`src/rtl/fifo_stream_reader_if.sv`:
```
// Connection bundle between a synchronous fifo and the agent that reads from it.
// The fifo presents dataout one cycle after a read and reports its fill status.
interface fifoConnect #(
    parameter int WIDTH = 32,
    parameter int DEPTH = 32
);
    typedef struct packed {
        logic                     full;
        logic                     empty;
        logic [$clog2(DEPTH):0]   count;
    } fill_status_t;

    logic             write;
    logic [WIDTH-1:0] datain;
    logic             read;
    logic [WIDTH-1:0] dataout;
    fill_status_t     fillStatus;

    modport reader (
        output write,
        output datain,
        output read,
        input  dataout,
        input  fillStatus
    );

    modport fifo (
        input  write,
        input  datain,
        input  read,
        output dataout,
        output fillStatus
    );
endinterface

```
`src/rtl/fifo_stream_reader.sv`:
```
// Drains a requested number of words from a fifo onto a valid/ready stream,
// using a 2-entry skid buffer to absorb the fifo's one-cycle read latency.
module fifo_stream_reader #(
    parameter int WIDTH   = 32,
    parameter int DEPTH   = 32,
    parameter int LENBITS = 16
) (
    input  logic               clk,
    input  logic               reset,
    fifoConnect.reader         link,
    input  logic               start,
    input  logic [LENBITS-1:0] length,
    output logic               busy,
    output logic               done,
    output logic [WIDTH-1:0]   m_data,
    output logic               m_valid,
    input  logic               m_ready,
    output logic               m_last
);
    typedef enum logic [1:0] {IDLE, RUN, DRAIN} state_t;

    state_t             state_q, state_d;
    logic [LENBITS-1:0] rd_left_q, rd_left_d;
    logic [LENBITS-1:0] tx_left_q, tx_left_d;
    logic [1:0]         occ_q, occ_d;
    logic               inflight_q;
    logic               done_q, done_d;
    logic [WIDTH-1:0]   skid_q [2];
    logic [WIDTH-1:0]   skid_d [2];

    logic pop;
    logic room;
    logic rd_en;
    logic wr_pos;

    logic unused_ok;
    assign unused_ok = ^{link.fillStatus.full, link.fillStatus.count, 32'(DEPTH)};

    // State register
    always_ff @(posedge clk) begin
        if (reset) begin
            state_q    <= IDLE;
            rd_left_q  <= '0;
            tx_left_q  <= '0;
            occ_q      <= '0;
            inflight_q <= 1'b0;
            done_q     <= 1'b0;
        end else begin
            state_q    <= state_d;
            rd_left_q  <= rd_left_d;
            tx_left_q  <= tx_left_d;
            occ_q      <= occ_d;
            inflight_q <= rd_en;
            done_q     <= done_d;
        end
    end

    genvar gi;
    generate
        for (gi = 0; gi < 2; gi++) begin : g_skid
            always_ff @(posedge clk) begin
                skid_q[gi] <= skid_d[gi];
            end
        end
    endgenerate

    // Next-state logic
    always_comb begin
        state_d   = state_q;
        rd_left_d = rd_left_q;
        tx_left_d = tx_left_q;
        done_d    = 1'b0;
        case (state_q)
            IDLE: begin
                if (start) begin
                    if (length != '0) begin
                        state_d   = RUN;
                        rd_left_d = length;
                        tx_left_d = length;
                    end else begin
                        done_d = 1'b1;
                    end
                end
            end
            RUN: begin
                if (rd_en) begin
                    rd_left_d = rd_left_q - LENBITS'(1);
                    if (rd_left_q == LENBITS'(1)) state_d = DRAIN;
                end
            end
            default: ;
        endcase
        if (state_q != IDLE && pop) begin
            tx_left_d = tx_left_q - LENBITS'(1);
            if (tx_left_q == LENBITS'(1)) begin
                state_d = IDLE;
                done_d  = 1'b1;
            end
        end
    end

    // Skid buffer: entry 0 is the head; a word returned by the fifo lands
    // behind whatever survives this cycle's pop (occ - pop is 0 or 1 here).
    always_comb begin
        skid_d = skid_q;
        wr_pos = occ_q[0] ^ pop;
        if (pop) skid_d[0] = skid_q[1];
        if (inflight_q) skid_d[wr_pos] = link.dataout;
        occ_d = occ_q + {1'b0, inflight_q} - {1'b0, pop};
    end

    // Outputs; everything visible is forced quiet while reset is held.
    always_comb begin
        m_valid = (occ_q != 2'd0) && !reset;
        pop     = m_valid && m_ready;
        m_data  = skid_q[0];
        m_last  = m_valid && (tx_left_q == LENBITS'(1));
        busy    = (state_q != IDLE) && !reset;
        done    = done_q && !reset;
        // Only read when the word will have a free slot on arrival
        room    = ({1'b0, occ_q} + {2'b0, inflight_q}) < ({2'b0, pop} + 3'd2);
        rd_en   = (state_q == RUN) && (rd_left_q != '0) && !link.fillStatus.empty
                  && room && !reset;
        link.read   = rd_en;
        link.write  = 1'b0;
        link.datain = '0;
    end
endmodule

```
`src/flat_wrapper.sv`:
```
// flat-port wrapper written by rule: the top's interface ports become plain ports
module fifo_stream_reader_flat 
#(
    parameter int WIDTH   = 32,
    parameter int DEPTH   = 32,
    parameter int LENBITS = 16
)
  (clk, reset, start, length, busy, done, m_data, m_valid, m_ready, m_last, link_write, link_datain, link_read, link_dataout, link_fillStatus);
  fifoConnect #(.WIDTH(WIDTH), .DEPTH(DEPTH)) link_i ();
  input  logic clk;
  input  logic reset;
  input  logic start;
  input  logic [LENBITS-1:0] length;
  output logic busy;
  output logic done;
  output logic [WIDTH-1:0] m_data;
  output logic m_valid;
  input  logic m_ready;
  output logic m_last;
  output wire logic [$bits(link_i.write)-1:0] link_write;
  output wire logic [$bits(link_i.datain)-1:0] link_datain;
  output wire logic [$bits(link_i.read)-1:0] link_read;
  input wire logic [$bits(link_i.dataout)-1:0] link_dataout;
  input wire logic [$bits(link_i.fillStatus)-1:0] link_fillStatus;
  assign link_write = link_i.write;
  assign link_datain = link_i.datain;
  assign link_read = link_i.read;
  assign link_i.dataout = link_dataout;
  assign link_i.fillStatus = link_fillStatus;
  fifo_stream_reader #(.WIDTH(WIDTH), .DEPTH(DEPTH), .LENBITS(LENBITS)) u_core (.clk(clk), .reset(reset), .link(link_i), .start(start), .length(length), .busy(busy), .done(done), .m_data(m_data), .m_valid(m_valid), .m_ready(m_ready), .m_last(m_last));
endmodule
```
`config.mk`:
```
export PLATFORM = sky130hd
export DESIGN_NAME = fifo_stream_reader_flat
export DESIGN_NICKNAME = d
export VERILOG_FILES = /design/src/rtl/fifo_stream_reader_if.sv /design/src/rtl/fifo_stream_reader.sv /design/src/flat_wrapper.sv
export SDC_FILE = /design/constraint.sdc
export NUM_CORES = 1
export LEC_CHECK = 0
export BUFFER_PORTS_ARGS = -buffer_cell sky130_fd_sc_hd__buf_2
export CAP_MARGIN = 20
export CORE_UTILIZATION = 38
export DETAILED_ROUTE_END_ITERATION = 8
export GPL_TIMING_DRIVEN = 0
export PLACE_DENSITY = 0.66
export SKIP_CTS_REPAIR_TIMING = 1
export SLEW_MARGIN = 15
export SYNTH_ARGS = -nofsm -noshare
export SYNTH_HDL_FRONTEND = slang
export SYNTH_SLANG_ARGS = --single-unit
```
`constraint.sdc`:
```
create_clock -name clk -period 9.5 [get_ports clk]
set_clock_uncertainty 0.2 [all_clocks]
set_input_delay 1.9 -clock clk [delete_from_list [all_inputs] [get_ports clk]]
set_output_delay 1.9 -clock clk [all_outputs]
set_load 0.02 [all_outputs]
```
==> metrics.cfg <==
[synth]
synth_cell_types=59
yosys.area.top_type=dfxtp_1
synthCells=536
ys.flop_type=dfxtp_1
synth_area_per_cell_sq_um=9.52
netlist_area_sq_mm=0.00510
synth-edff-count=32
seq_area_frac_synth_pct=46.3
yosys_warnings=0
synthTopCellsByCount=70 x dfxtp_1, 65 x buf_4, 54 x nand2_1, 35 x o21ai_0, 34 x nor2_1
synth_top_cell_area_share_pct=27.5
async_reset_ff_share_pct=0
synth.ff_latch_count=102
yosys-top-cells-area=dfxtp_1 27%, edfxtp_1 19%, buf_4 9.6%
synth.most_common_cell=dfxtp_1

[pwr]
leakagePower_uw=0.00254
pwr_density_cell_mw_per_mm2=222
max-vdd-ir-drop_uv=84.3
internal-power_uw=915
power_frac_seq_pct=42.0
combinationalPowerShare_pct=32.6
p_clk_share_pct=25.4
p_switching_uw=456
sw_frac_of_total_pct=33.3

[worst_setup_path]
max_stage_delay_ns=0.57
criticalPathCategory=primary input to output port
crit_buf_inv=4
setup.worst_path.start_class=primary input
worstPathArrival_ns=3.34
crit_path_end_kind=output port
cp_slowest_cell=clkbuf_1
required_ns=7.40
path_delay_family=buffers and inverters
worstPathCellList=buf_2 -> clkbuf_1 -> clkbuf_1 -> nor2b_1 -> buf_2
cp_max_fo=10

[sta]
relSlewSlack_pct=52.9
setup_viol=0
max_freq_mhz=184
period_share_pct=57.2
finalMaxSlewViolations=0
timing.setup.tns_ns=0
rsz0062_at_grt=no
hold_viol=0
min_period_ns=5.44
worstMarginPinSlew_ns=0.701

[die]
initial_core_util_pct=39.6
die_h_microns=118
core_sq_mm=0.0129
die-area_sq_mm=0.0139
die_w_microns=118
boundaryPins=130
num_rows=41

[finish]
syn_to_final_growth_pct=21.1
fin_nets=738
layout-drive-gt1-share_pct=27.4
n_antenna_cell=0
final_util_pct=48.0

[drt]
drc=0
wirelength_mm=12.6
viasPerCell=5.06
ant_nets=0
drt-met1-wl_mm=5.81
drtIter0Drc=298
wl_per_cell_microns=14.9
drt_first_pass_iters=5
topRoutingLayerUsed=met4
wl_met3_microns=639
wl_met2_mm=5.91
via_count=4281

[global_routing]
grt_overflow=0
grt.total_usage_pct=18.5
grt_pass1_vias=4103
grt_pass1_wl_mm=20.5
antenna_found_initial=0
grt_max_degree=28

[place]
portBuffers=89
dp_hpwl_mm=9.13
place.gp.congestion=0.890

[clock_tree]
clkSinkCount=102
h-tree-depth=3
clk_pin_slew_ns=0.07
cts_tree=built
clock_latency_ns=0.35
cts_inserted_buffers=9
root_buffer=clkbuf_16
max-clock-path-buffers=2

[flow_run]
maxCapViolCount=0

[min_path]
hp-class=flop to flop

[outcome]
status=completed

## per-layer routing
| layer | track usage, % | vias up |
|---|---|---|
| met5 | 0 | - |
| met4 | 9.62 | 0 |
| met2 | 29.3 | 155 |
| li1 | - | 2120 |
| met3 | 2.47 | 19 |
| met1 | 24.6 | 1987 |
## worst reg2reg max path: cells and delay by family (launching register included)
kind,cells,cell delay (ns)
buffers and inverters,3,1.17
AND/OR/NAND/NOR,4,0.80
flip-flops,1,0.39
adder cells (fa/ha/maj),1,0.19
AO/OA/AOI/OAI,1,0.09
## cell type report
cell class              count  area, sq um
fillers                  1241         6700
flip-flops and latches    102         2360
multi-input cells         363         2210
plain buffers              93          608
repair buffers             90          465
clock buffers              11          233
well taps                 172          215
inverters                  10         40.0
clock inverters             5         38.8
## cells by family after synthesis
group | count (synthesis) | synth area share, %
XOR/XNOR | 6 | 1.03
AND/OR/NAND/NOR | 174 | 17.2
other | 1 | 0.0735
AO/OA/AOI/OAI | 109 | 14.2
buffers and inverters | 103 | 12.7
flip-flops | 102 | 46.3
adder cells (fa/ha/maj) | 9 | 2.21
multiplexers | 32 | 6.28
## layout by cell type, fill, tap and decap left out, types with 3 or more instances in the layout
cell       synthesis  routed
a21oi_1           21      21
a221oi_1           4       4
a22oi_1            5       5
a2bb2oi_1          4       4
a311oi_1           6       6
a31oi_1            4       4
a32o_1             4       4
and2_1             3       3
and4_1             3       3
buf_1              3       3
buf_2              6      95
buf_4             65      65
clkbuf_1          18      20
clkbuf_16          0       9
conb_1             1      33
dfxtp_1           70      70
edfxtp_1          32      32
ha_1               9       8
inv_1              8       8
mux2i_1           32      32
nand2_1           54      54
nand2b_1           5       5
nand3_1            9       9
nand4_1            7       7
nor2_1            34      34
nor2b_1            4       4
nor3_1            22      22
nor3b_1            4       4
nor4_1            10      10
o211ai_1           4       4
o21ai_0           35      35
o22ai_1            4       4
or3_1              3       3
or4_1              4       4
xor2_1             4       4
## through the flow
| stage | cells | hold WS [ns] | area (sq um) | setup slack [ns] | total power (uW) |
|---|---|---|---|---|---|
| global route | 846 | 0.316 | 6180 | 4.00 | 1450 |
| floorplan | 568 | 0.254 | 5220 | 4.62 | 907 |
| CTS | 846 | 0.288 | 6180 | 4.06 | 1390 |
| finish | 846 | 0.288 | 6180 | 4.06 | 1370 |
| global placement | 829 | 0.265 | 5880 | 3.85 | 1020 |
| detailed placement | 830 | 0.278 | 5900 | 4.09 | 1030 |
## path summary, 6_finish.rpt
kind / startpoint / end / slack, ns / depth (start not counted)
max: reset / done / 4.06 / 5
min: u_core.tx_left_q[9] / u_core.tx_left_q[9] / 0.29 / 2
max reg2reg: u_core.occ_q[1] / u_core.m_data[22] / 6.57 / 9
min reg2reg: u_core.tx_left_q[9] / u_core.tx_left_q[9] / 0.29 / 2
## power by group through the flow
stage	clock network, uW	logic (uW)	registers [uW]
after floorplan	0	336	572
after global placement	0	441	580
after detailed placement	0	448	584
after CTS	361	449	576
after global routing	378	488	585
final	348	447	576
(Power assumes the default switching activity.)
